===== src/rtl/mem_loader_fsm.sv =====
// +----------------------------------------------------------------------------+
// | mem_loader_fsm: unpacks host words into a byte memory and sums its bytes.  |
// | Rev 1.0                                                                    |
// +----------------------------------------------------------------------------+
`default_nettype none

module mem_loader_fsm #(
  parameter int DEPTH  = 256,
  parameter int ADDR_W = 8
) (
  input  logic              clk,
  input  logic              reset,
  input  logic              ctrl_wr,
  input  logic [31:0]       ctrl_data,
  input  logic              data_wr,
  input  logic [31:0]       data_in,
  output logic [ADDR_W-1:0] mem_addr,
  output logic [7:0]        mem_wdata,
  output logic              mem_we,
  output logic              mem_re,
  input  logic [7:0]        mem_rdata,
  output logic [31:0]       ready,
  output logic [31:0]       answer
);

  localparam logic [1:0] c_OP_LOAD  = 2'd1;
  localparam logic [1:0] c_OP_SUM   = 2'd2;
  localparam logic [1:0] c_OP_CLEAR = 2'd3;
  localparam logic [8:0] c_DEPTH    = 9'(DEPTH);

  typedef enum logic [2:0] {
    S_IDLE   = 3'd0,
    S_LOAD   = 3'd1,
    S_UNPACK = 3'd2,
    S_SUM    = 3'd3,
    S_DRAIN  = 3'd4
  } state_t;

  state_t      r_state, w_state_nxt;
  logic [8:0]  r_wr_ptr, w_wr_ptr_nxt;
  logic [8:0]  r_rd_ptr, w_rd_ptr_nxt;
  logic [31:0] r_word, w_word_nxt;
  logic [1:0]  r_byte_idx, w_byte_idx_nxt;
  logic        r_full, w_full_nxt;
  logic        r_overflow, w_overflow_nxt;
  logic        r_done, w_done_nxt;
  logic [31:0] r_answer, w_answer_nxt;
  logic        r_rd_valid;
  logic [1:0]  w_op;
  logic        w_clear;
  logic        w_busy;
  logic        w_unused;

  assign w_op     = ctrl_data[1:0];
  assign w_unused = ^ctrl_data[31:2];
  // CLEAR is honoured in every state and overrides whatever else happens this cycle.
  assign w_clear  = ctrl_wr && (w_op == c_OP_CLEAR);
  assign w_busy   = (r_state == S_UNPACK) || (r_state == S_SUM) || (r_state == S_DRAIN);

  always_ff @(posedge clk) begin
    if (reset) begin
      r_state    <= S_IDLE;
      r_wr_ptr   <= '0;
      r_rd_ptr   <= '0;
      r_word     <= '0;
      r_byte_idx <= '0;
      r_full     <= 1'b0;
      r_overflow <= 1'b0;
      r_done     <= 1'b0;
      r_answer   <= '0;
      r_rd_valid <= 1'b0;
    end else begin
      r_state    <= w_state_nxt;
      r_wr_ptr   <= w_wr_ptr_nxt;
      r_rd_ptr   <= w_rd_ptr_nxt;
      r_word     <= w_word_nxt;
      r_byte_idx <= w_byte_idx_nxt;
      r_full     <= w_full_nxt;
      r_overflow <= w_overflow_nxt;
      r_done     <= w_done_nxt;
      r_answer   <= w_answer_nxt;
      r_rd_valid <= mem_re && !w_clear;
    end
  end

  always_comb begin
    w_state_nxt    = r_state;
    w_wr_ptr_nxt   = r_wr_ptr;
    w_rd_ptr_nxt   = r_rd_ptr;
    w_word_nxt     = r_word;
    w_byte_idx_nxt = r_byte_idx;
    w_full_nxt     = r_full;
    w_overflow_nxt = r_overflow;
    w_done_nxt     = r_done;
    w_answer_nxt   = r_answer;
    mem_addr       = '0;
    mem_wdata      = '0;
    mem_we         = 1'b0;
    mem_re         = 1'b0;

    // Read data returns one cycle after mem_re, so accumulation trails the read.
    if (r_rd_valid) w_answer_nxt = r_answer + {24'd0, mem_rdata};

    case (r_state)
      S_IDLE, S_LOAD: begin
        if (ctrl_wr) begin
          if (w_op == c_OP_LOAD) begin
            w_wr_ptr_nxt   = '0;
            w_full_nxt     = 1'b0;
            w_overflow_nxt = 1'b0;
            w_done_nxt     = 1'b0;
            w_state_nxt    = S_LOAD;
          end else if (w_op == c_OP_SUM) begin
            w_done_nxt   = 1'b0;
            w_answer_nxt = '0;
            w_rd_ptr_nxt = '0;
            w_state_nxt  = (r_wr_ptr == 9'd0) ? S_DRAIN : S_SUM;
          end
        end else if ((r_state == S_LOAD) && data_wr) begin
          w_word_nxt     = data_in;
          w_byte_idx_nxt = 2'd0;
          w_state_nxt    = S_UNPACK;
        end
      end
      S_UNPACK: begin
        mem_addr  = r_wr_ptr[ADDR_W-1:0];
        mem_wdata = r_word[{r_byte_idx, 3'b000} +: 8];
        if (r_wr_ptr != c_DEPTH) begin
          mem_we       = 1'b1;
          w_wr_ptr_nxt = r_wr_ptr + 9'd1;
        end
        if (w_wr_ptr_nxt == c_DEPTH) w_full_nxt = 1'b1;
        w_byte_idx_nxt = r_byte_idx + 2'd1;
        if (r_byte_idx == 2'd3) w_state_nxt = S_LOAD;
        if (data_wr) w_overflow_nxt = 1'b1;
      end
      S_SUM: begin
        mem_re       = 1'b1;
        mem_addr     = r_rd_ptr[ADDR_W-1:0];
        w_rd_ptr_nxt = r_rd_ptr + 9'd1;
        if (r_rd_ptr == r_wr_ptr - 9'd1) w_state_nxt = S_DRAIN;
        if (data_wr) w_overflow_nxt = 1'b1;
      end
      S_DRAIN: begin
        w_done_nxt  = 1'b1;
        w_state_nxt = S_IDLE;
        if (data_wr) w_overflow_nxt = 1'b1;
      end
      default: w_state_nxt = S_IDLE;
    endcase

    if (w_clear) begin
      w_state_nxt    = S_IDLE;
      w_wr_ptr_nxt   = '0;
      w_rd_ptr_nxt   = '0;
      w_answer_nxt   = '0;
      w_full_nxt     = 1'b0;
      w_overflow_nxt = 1'b0;
      w_done_nxt     = 1'b0;
    end
  end

  assign ready  = {15'd0, r_wr_ptr, 4'd0, r_overflow, r_full, w_busy, r_done};
  assign answer = r_answer;

endmodule

`default_nettype wire


===== config.mk =====
export PLATFORM = sky130hd
export DESIGN_NAME = mem_loader_fsm
export DESIGN_NICKNAME = d
export VERILOG_FILES = /design/src/rtl/mem_loader_fsm.sv
export SDC_FILE = /design/constraint.sdc
export NUM_CORES = 1
export LEC_CHECK = 0
export ABC_AREA = 1
export BUFFER_PORTS_ARGS = -buffer_cell sky130_fd_sc_hd__buf_2
export CAP_MARGIN = 20
export CORE_MARGIN = 1.5
export CORE_UTILIZATION = 54
export CTS_BUF_LIST = sky130_fd_sc_hd__clkbuf_8
export DETAILED_ROUTE_END_ITERATION = 16
export GPL_TIMING_DRIVEN = 0
export PLACE_DENSITY = 0.82
export RECOVER_POWER = 25
export REMOVE_ABC_BUFFERS = 1
export SETUP_SLACK_MARGIN = 0.1
export SYNTH_ARGS = -nofsm -noshare
export SYNTH_HDL_FRONTEND = slang
export SYNTH_SLANG_ARGS = --single-unit
export TNS_END_PERCENT = 20

===== constraint.sdc =====
create_clock -name clk -period 2.1 [get_ports clk]
set_clock_uncertainty 0.05 [all_clocks]
set_input_delay 0.315 -clock clk [delete_from_list [all_inputs] [get_ports clk]]
set_output_delay 0.315 -clock clk [all_outputs]
set_load 0.01 [all_outputs]

==> results of run 1 <==
[worst max path at each step]
stage	start	endpoint	slack, ps	depth (start not counted)
2_1_floorplan	r_state[2]	r_word[10]	80	6
3_3_place_gp	ctrl_data[0]	answer[7]	-790	9
3_5_place_dp	ctrl_data[0]	answer[27]	-870	7
4_1_cts	r_state[0]	mem_addr[1]	90	4
5_1_grt	r_state[0]	mem_addr[1]	4	4
6_report	r_state[0]	mem_addr[1]	80	4
[kinds of logic (layout without fill, tap and decap cells)]
group                    count (synthesis)  in the layout  synth area share [%]
other                                    1             19                0.0678
AO/OA/AOI/OAI                          178            179                  17.7
AND/OR/NAND/NOR                        339            339                  29.4
XOR/XNOR                                18             18                  2.85
flip-flops                              91             91                  32.9
adder cells (fa/ha/maj)                 17             17                  3.98
buffers and inverters                  154            230                  13.0
[state kept, by name, indices dropped and copies added, names as in the netlist]
| register | flops |
|---|---|
| r_state | 3 |
| r_word | 32 |
| r_full | 1 |
| r_rd_valid | 1 |
| r_rd_ptr | 9 |
| r_wr_ptr | 9 |
| r_overflow | 1 |
| answer | 32 |
| r_byte_idx | 2 |
| r_done | 1 |
[placed cells by master, fill, tap and decap left out, types with 2 or more instances in the layout]
cell,netlist,final
nand3_4,1,3
ha_4,0,4
nand4_1,20,20
nand2_2,8,9
o21ai_0,57,57
nor3_1,18,18
xor2_1,10,10
conb_1,1,19
nand2_1,136,134
inv_1,89,89
nor3_2,4,4
dfxtp_2,0,2
dfxtp_1,91,85
o21ai_2,2,2
nand3_2,6,5
clkbuf_1,10,31
ha_1,16,10
nor2_4,5,6
a21oi_1,90,89
nor4_1,3,2
inv_6,0,2
ha_2,0,2
nand3_1,55,54
nor2_1,71,71
dfxtp_4,0,4
nand2_4,3,4
nor3b_1,3,3
inv_2,12,11
a21oi_2,1,2
o22ai_1,9,8
o21a_1,2,2
buf_2,11,77
buf_4,24,2
o21ai_1,3,3
clkbuf_8,0,10
clkinvlp_4,0,3
o211ai_2,4,4
inv_8,0,2
a31oi_1,6,6
xnor2_1,8,8
[timing repair]
action / 4_1_cts / 5_1_grt
gates cloned: 1 / 0
buffers inserted: 0 / 2
hold buffers: 0 / 0
gates resized for setup: 20 / 15
pin swaps: 2 / 1
endpoints found under the setup margin: 85 / 67
[routing by layer]
layer	up-vias	GRT usage, %
met5	-	0
met4	0	7.74
met3	16	2.69
met2	197	41.8
met1	2461	32.9
li1	2782	-
[critical path, cell delays in order (launching register included)]
cell,delay (ps)
dfxtp_1,380
inv_1,140
nand3_4,310
o22ai_1,290
buf_2,180
[power groups by stage]
stage	sequential, mW	combinational (mW)	clock, mW
floorplan	1.89	0.560	0
global placement	1.90	0.787	0
detailed placement	1.90	0.811	0
CTS	1.87	0.847	1.22
global route	1.88	0.963	1.28
finish	1.87	0.867	1.20
[per-stage QoR]
step / power [mW] / setup TNS, ps / setup WS [ps] / util, %
global placement: 2.68 / -36690 / -785 / 60.5
CTS: 3.94 / 0 / 85.0 / 63.5
floorplan: 2.45 / 0 / 82.6 / -
detailed placement: 2.71 / -26970 / -874 / 60.8
finish: 3.94 / 0 / 84.5 / 64.1
global route: 4.12 / 0 / 3.99 / 64.1
[layout make-up]
| class | count | area share (%) |
|---|---|---|
| clock buffers | 10 | 2.18 |
| well taps | 133 | 2.63 |
| clock inverters | 6 | 0.871 |
| multi-input cells | 572 | 50.3 |
| inverters | 103 | 6.29 |
| repair buffers | 111 | 8.61 |
| flip-flops and latches | 91 | 29.1 |
==> results.py, run 1 <==
metrics = {
    "global_routing": {
        "grt_usage_pct": 24.6,
        "antenna_found_initial": 0,
        "grt_pass1_wl_um": 22300,
        "grt-ovfl-total": 0,
        "grt_pass1_vias": 4826,
        "grt_max_degree": 31,
    },
    "synthesis": {
        "ys_types": 47,
        "synth_cells": 798,
        "synth_seq_cells": 91,
        "synth_area_um2": 5530,
        "synth.top_cell.area_share_pct": 32.9,
        "synth_commonest_cells": "nand2_1, dfxtp_1, a21oi_1, inv_1, nor2_1",
        "ys_seq_area_share_pct": 32.9,
        "yosys.cell_count.top_type": "nand2_1",
        "ys.flop_type": "dfxtp_1",
        "synth.area.top_cells": "dfxtp_1, nand2_1, a21oi_1, inv_1, o21ai_0",
        "synth_edf_count": 0,
        "async_reset_ff_share_pct": 0,
        "synthesis.yosys.warnings": 0,
        "yosysTopAreaCell": "dfxtp_1",
        "avgSynthCellArea_um2": 6.93,
    },
    "detailed_routing": {
        "dr.max_layer_used": "met4",
        "vias_per_cell": 5.32,
        "wl_met3_um": 807,
        "met2_length_um": 6530,
        "ant_nets": 0,
        "first_iter_violations": 290,
        "route.vias.total": 5456,
        "drt-total-wl_um": 13700,
        "wire_per_inst_um": 13.4,
        "drc": 0,
        "dr.pass1.iters": 5,
        "wl_met1_um": 6220,
    },
    "floorplan": {
        "die_h_um": 104,
        "io_pins": 158,
        "initial_core_util_pct": 56.1,
        "die-area_um2": 10900,
        "core_um2": 9860,
        "dieWidth_um": 104,
        "std_cell_rows": 36,
    },
    "layout": {
        "multi_input_area_um2": 3180,
        "stdcell_area_um2": 6320,
        "layout.cells.non_filler": 1026,
        "nets": 981,
        "seq_area_um2": 1840,
        "fillerInstances": 952,
        "antenna_cells": 0,
        "drive_above_1_share_pct": 19.1,
        "syn2layout_area_growth_pct": 14.3,
    },
    "pwr": {
        "internal-power_mw": 2.56,
        "p_leak_nw": 2.62,
        "irDropWorstVdd_mv": 0.367,
        "p_clk_share_pct": 30.4,
        "power_switching_mw": 1.38,
        "seqPwrFrac_pct": 47.5,
        "combPwrFrac_pct": 22.0,
        "swShare_pct": 35.1,
        "powerDensity_nw_per_um2": 623,
    },
    "placed_design": {
        "dp_hpwl_um": 9740,
        "dp.cells": 1007,
        "placed_area_um2": 6000,
        "io_buffers": 108,
        "place_congestion": 0.931,
    },
    "sta": {
        "slew_violations": 0,
        "worst_pin_slew_ps": 646,
        "setup_viol": 0,
        "grt_setup_unrepaired": "true",
        "post-route-min-period_ps": 2020,
        "holdWs_ps": 158,
        "period_share_pct": 96.0,
        "hold_viol_final": 0,
        "max_slew_margin_pct": 56.9,
        "max_freq_ghz": 0.496,
    },
    "clocking": {
        "cts-root-buf": "clkbuf_8",
        "clock_latency_ps": 360,
        "h-tree-depth": 3,
        "path_clk_slew_ps": 100,
        "clock_sinks": 91,
        "cts_made_buffers": 9,
        "cts_tree": "yes",
        "clockBufferDepth": 2,
    },
    "critical_path": {
        "reg2reg_from": "answer[0]",
        "path_max_fanout": 26,
        "ff2ff_setup_slack_ps": 140,
        "start_kind": "flip-flop",
        "cp.required_ps": 1740,
        "crit_arrival_ps": 1650,
        "critPathKind": "flip-flop to output pin",
        "r2r_end": "answer[20]",
        "rr_worst_depth": 11,
        "cp-end-kind": "output pin",
    },
    "worst_hold_path": {
        "min_from": "data_in[26]",
        "holdPathStages": 3,
        "min_to": "r_word[26]",
        "hold_class": "input pin to flip-flop",
    },
    "outcome": {
        "status": "complete, no violations",
    },
    "job": {
        "drv_cap": 0,
    },
}
(Power assumes the default switching activity.)
==> run 2, diff against run 1 <==
--- a/config.mk
+++ b/config.mk
@@ -16,5 +16,4 @@
 export PLACE_DENSITY = 0.82
 export RECOVER_POWER = 25
-export REMOVE_ABC_BUFFERS = 1
 export SETUP_SLACK_MARGIN = 0.1
 export SYNTH_ARGS = -nofsm -noshare
--- a/constraint.sdc
+++ b/constraint.sdc
@@ -3,3 +3,3 @@
 set_input_delay 0.315 -clock clk [delete_from_list [all_inputs] [get_ports clk]]
 set_output_delay 0.315 -clock clk [all_outputs]
-set_load 0.01 [all_outputs]
+set_load 0.05 [all_outputs]
==> run 2 against run 1 <==
First-iteration DRC count shrank 6.2%. Global-route usage grew 1.1 points. Critical path depth grew 1. Highest routed layer unchanged. Worst setup slack gained 13 ps. Flip-flop and latch count is the same. Critical endpoint is now mem_wdata[4]. Clock power grew 8%. Wire length grew 1.3%. Via count grew 3.6%.
==> results.py, run 2 (synthesis gave the netlist of run 1 again) <==
metrics = {
    "outcome": {
        "status": "complete, no violations",
    },
    "sta": {
        "fin_setup_tns_ps": 0,
        "holdWs_ps": 155,
        "worst_pin_slew_ps": 718,
        "period_share_pct": 95.4,
        "max_slew_margin_pct": 52.1,
        "hold_viol_final": 0,
        "post-route-min-period_ps": 2000,
        "grt_setup_unrepaired": "true",
        "slew_violations": 0,
        "max_freq_ghz": 0.499,
        "setup_viol": 0,
    },
    "critical_path": {
        "critPathKind": "flip-flop to output pin",
        "path_max_fanout": 10,
        "cp.required_ps": 1740,
        "crit_arrival_ps": 1640,
        "cp-end-kind": "output pin",
        "start_kind": "flip-flop",
    },
    "clocking": {
        "h-tree-depth": 3,
        "clock_sinks": 91,
        "cts-root-buf": "clkbuf_8",
        "cts_tree": "yes",
        "clockBufferDepth": 2,
        "path_clk_slew_ps": 110,
        "ctsHoldBuffers": 0,
        "cts_made_buffers": 9,
        "clock_latency_ps": 360,
    },
    "floorplan": {
        "io_pins": 158,
        "die_h_um": 104,
        "die-area_um2": 10900,
        "initial_core_util_pct": 56.1,
        "core_um2": 9860,
        "std_cell_rows": 36,
        "dieWidth_um": 104,
    },
    "layout": {
        "seq_area_um2": 1840,
        "antenna_cells": 0,
        "layout.cells.non_filler": 1080,
        "nets": 1035,
        "fillerInstances": 901,
        "drive_above_1_share_pct": 23.9,
        "layout_common_cells": "nand2_1, inv_1, a21oi_1",
        "final_common_cell": "nand2_1",
        "multi_input_area_um2": 3160,
        "stdcell_area_um2": 6760,
        "syn2layout_area_growth_pct": 22.3,
        "utilization_pct": 68.6,
    },
    "detailed_routing": {
        "drc": 0,
        "vias_per_cell": 5.24,
        "drt-total-wl_um": 13900,
        "route.vias.total": 5654,
        "dr.pass1.iters": 4,
        "ant_nets": 0,
        "first_iter_violations": 272,
        "wire_per_inst_um": 12.9,
    },
    "pwr": {
        "powerDensity_nw_per_um2": 642,
        "irDropWorstVdd_mv": 0.512,
        "p_leak_nw": 2.89,
    },
    "global_routing": {
        "grt_pass1_vias": 5012,
        "grt_max_degree": 19,
        "antenna_found_initial": 0,
        "grt_usage_pct": 25.7,
        "grt_pass1_wl_um": 23100,
        "grt-ovfl-total": 0,
    },
    "placed_design": {
        "io_buffers": 108,
        "dp.cells": 1057,
        "place_congestion": 0.901,
        "dp_hpwl_um": 10500,
        "placed_area_um2": 6330,
    },
    "worst_hold_path": {
        "hold_class": "input pin to flip-flop",
    },
    "job": {
        "drv_cap": 0,
    },
}
-- run 2: cell types whose count changed in the layout (fill, tap and decap cells not counted), sizes merged --
cell	before	now
bufinv	0	1
buf	80	126
clkbuf	41	49
o21ai	63	62
clkinv	1	3
clkinvlp	3	1
-- run 2: area by class of cell --
class	instances	share of cell area [%]
multi-input cells	571	46.8
inverters	103	5.85
clock buffers	9	1.83
clock inverters	7	1.29
flip-flops and latches	91	27.2
repair buffers	115	8.90
plain buffers	51	5.70
well taps	133	2.46
-- run 2: metal layers --
| metal | up-vias | part of all wire [%] | global-route usage [%] |
|---|---|---|---|
| li1 | 2890 | - | - |
| met1 | 2533 | 45 | 35.0 |
| met2 | 202 | 46 | 41.2 |
| met3 | 29 | 7.1 | 3.63 |
| met4 | 0 | 2.2 | 10.0 |
| met5 | - | 0 | 0 |
-- run 2: worst paths after layout --
check,startpoint,end,slack (ps),depth (start not counted)
setup / recovery,r_state[0],mem_wdata[4],100,5
hold / removal,data_in[3],r_word[3],160,3
setup reg to reg,answer[0],answer[20],160,11
hold reg to reg,r_full,r_full,410,2
-- run 2: metrics by stage --
step | setup WS, ps | power [mW]
4_1_cts | 46.0 | 4.28
3_3_place_gp | -35.6 | 2.95
2_1_floorplan | -6.98 | 2.71
5_1_grt | 49.8 | 4.56
6_report | 97.4 | 4.34
3_5_place_dp | -43.8 | 2.96
-- run 2: repair_timing --
action	CTS	global route
pin swaps	2	6
setup endpoints to repair	20	35
setup buffers	0	7
cloned	0	0
resized for setup	37	36
-- run 2: report_power, final --
group / switching (mW) / internal (mW) / leakage (nW)
logic: 0.788 / 0.416 / 2.05
clock network: 0.707 / 0.583 / 0.109
registers: 0.0558 / 1.79 / 0.739
-- run 2: critical path: stages (launching register included) --
cell and delay (ps):
dfxtp_1 370, inv_1 130, nand3_4 150, clkbuf_8 210
a21oi_1 180, buf_4 240
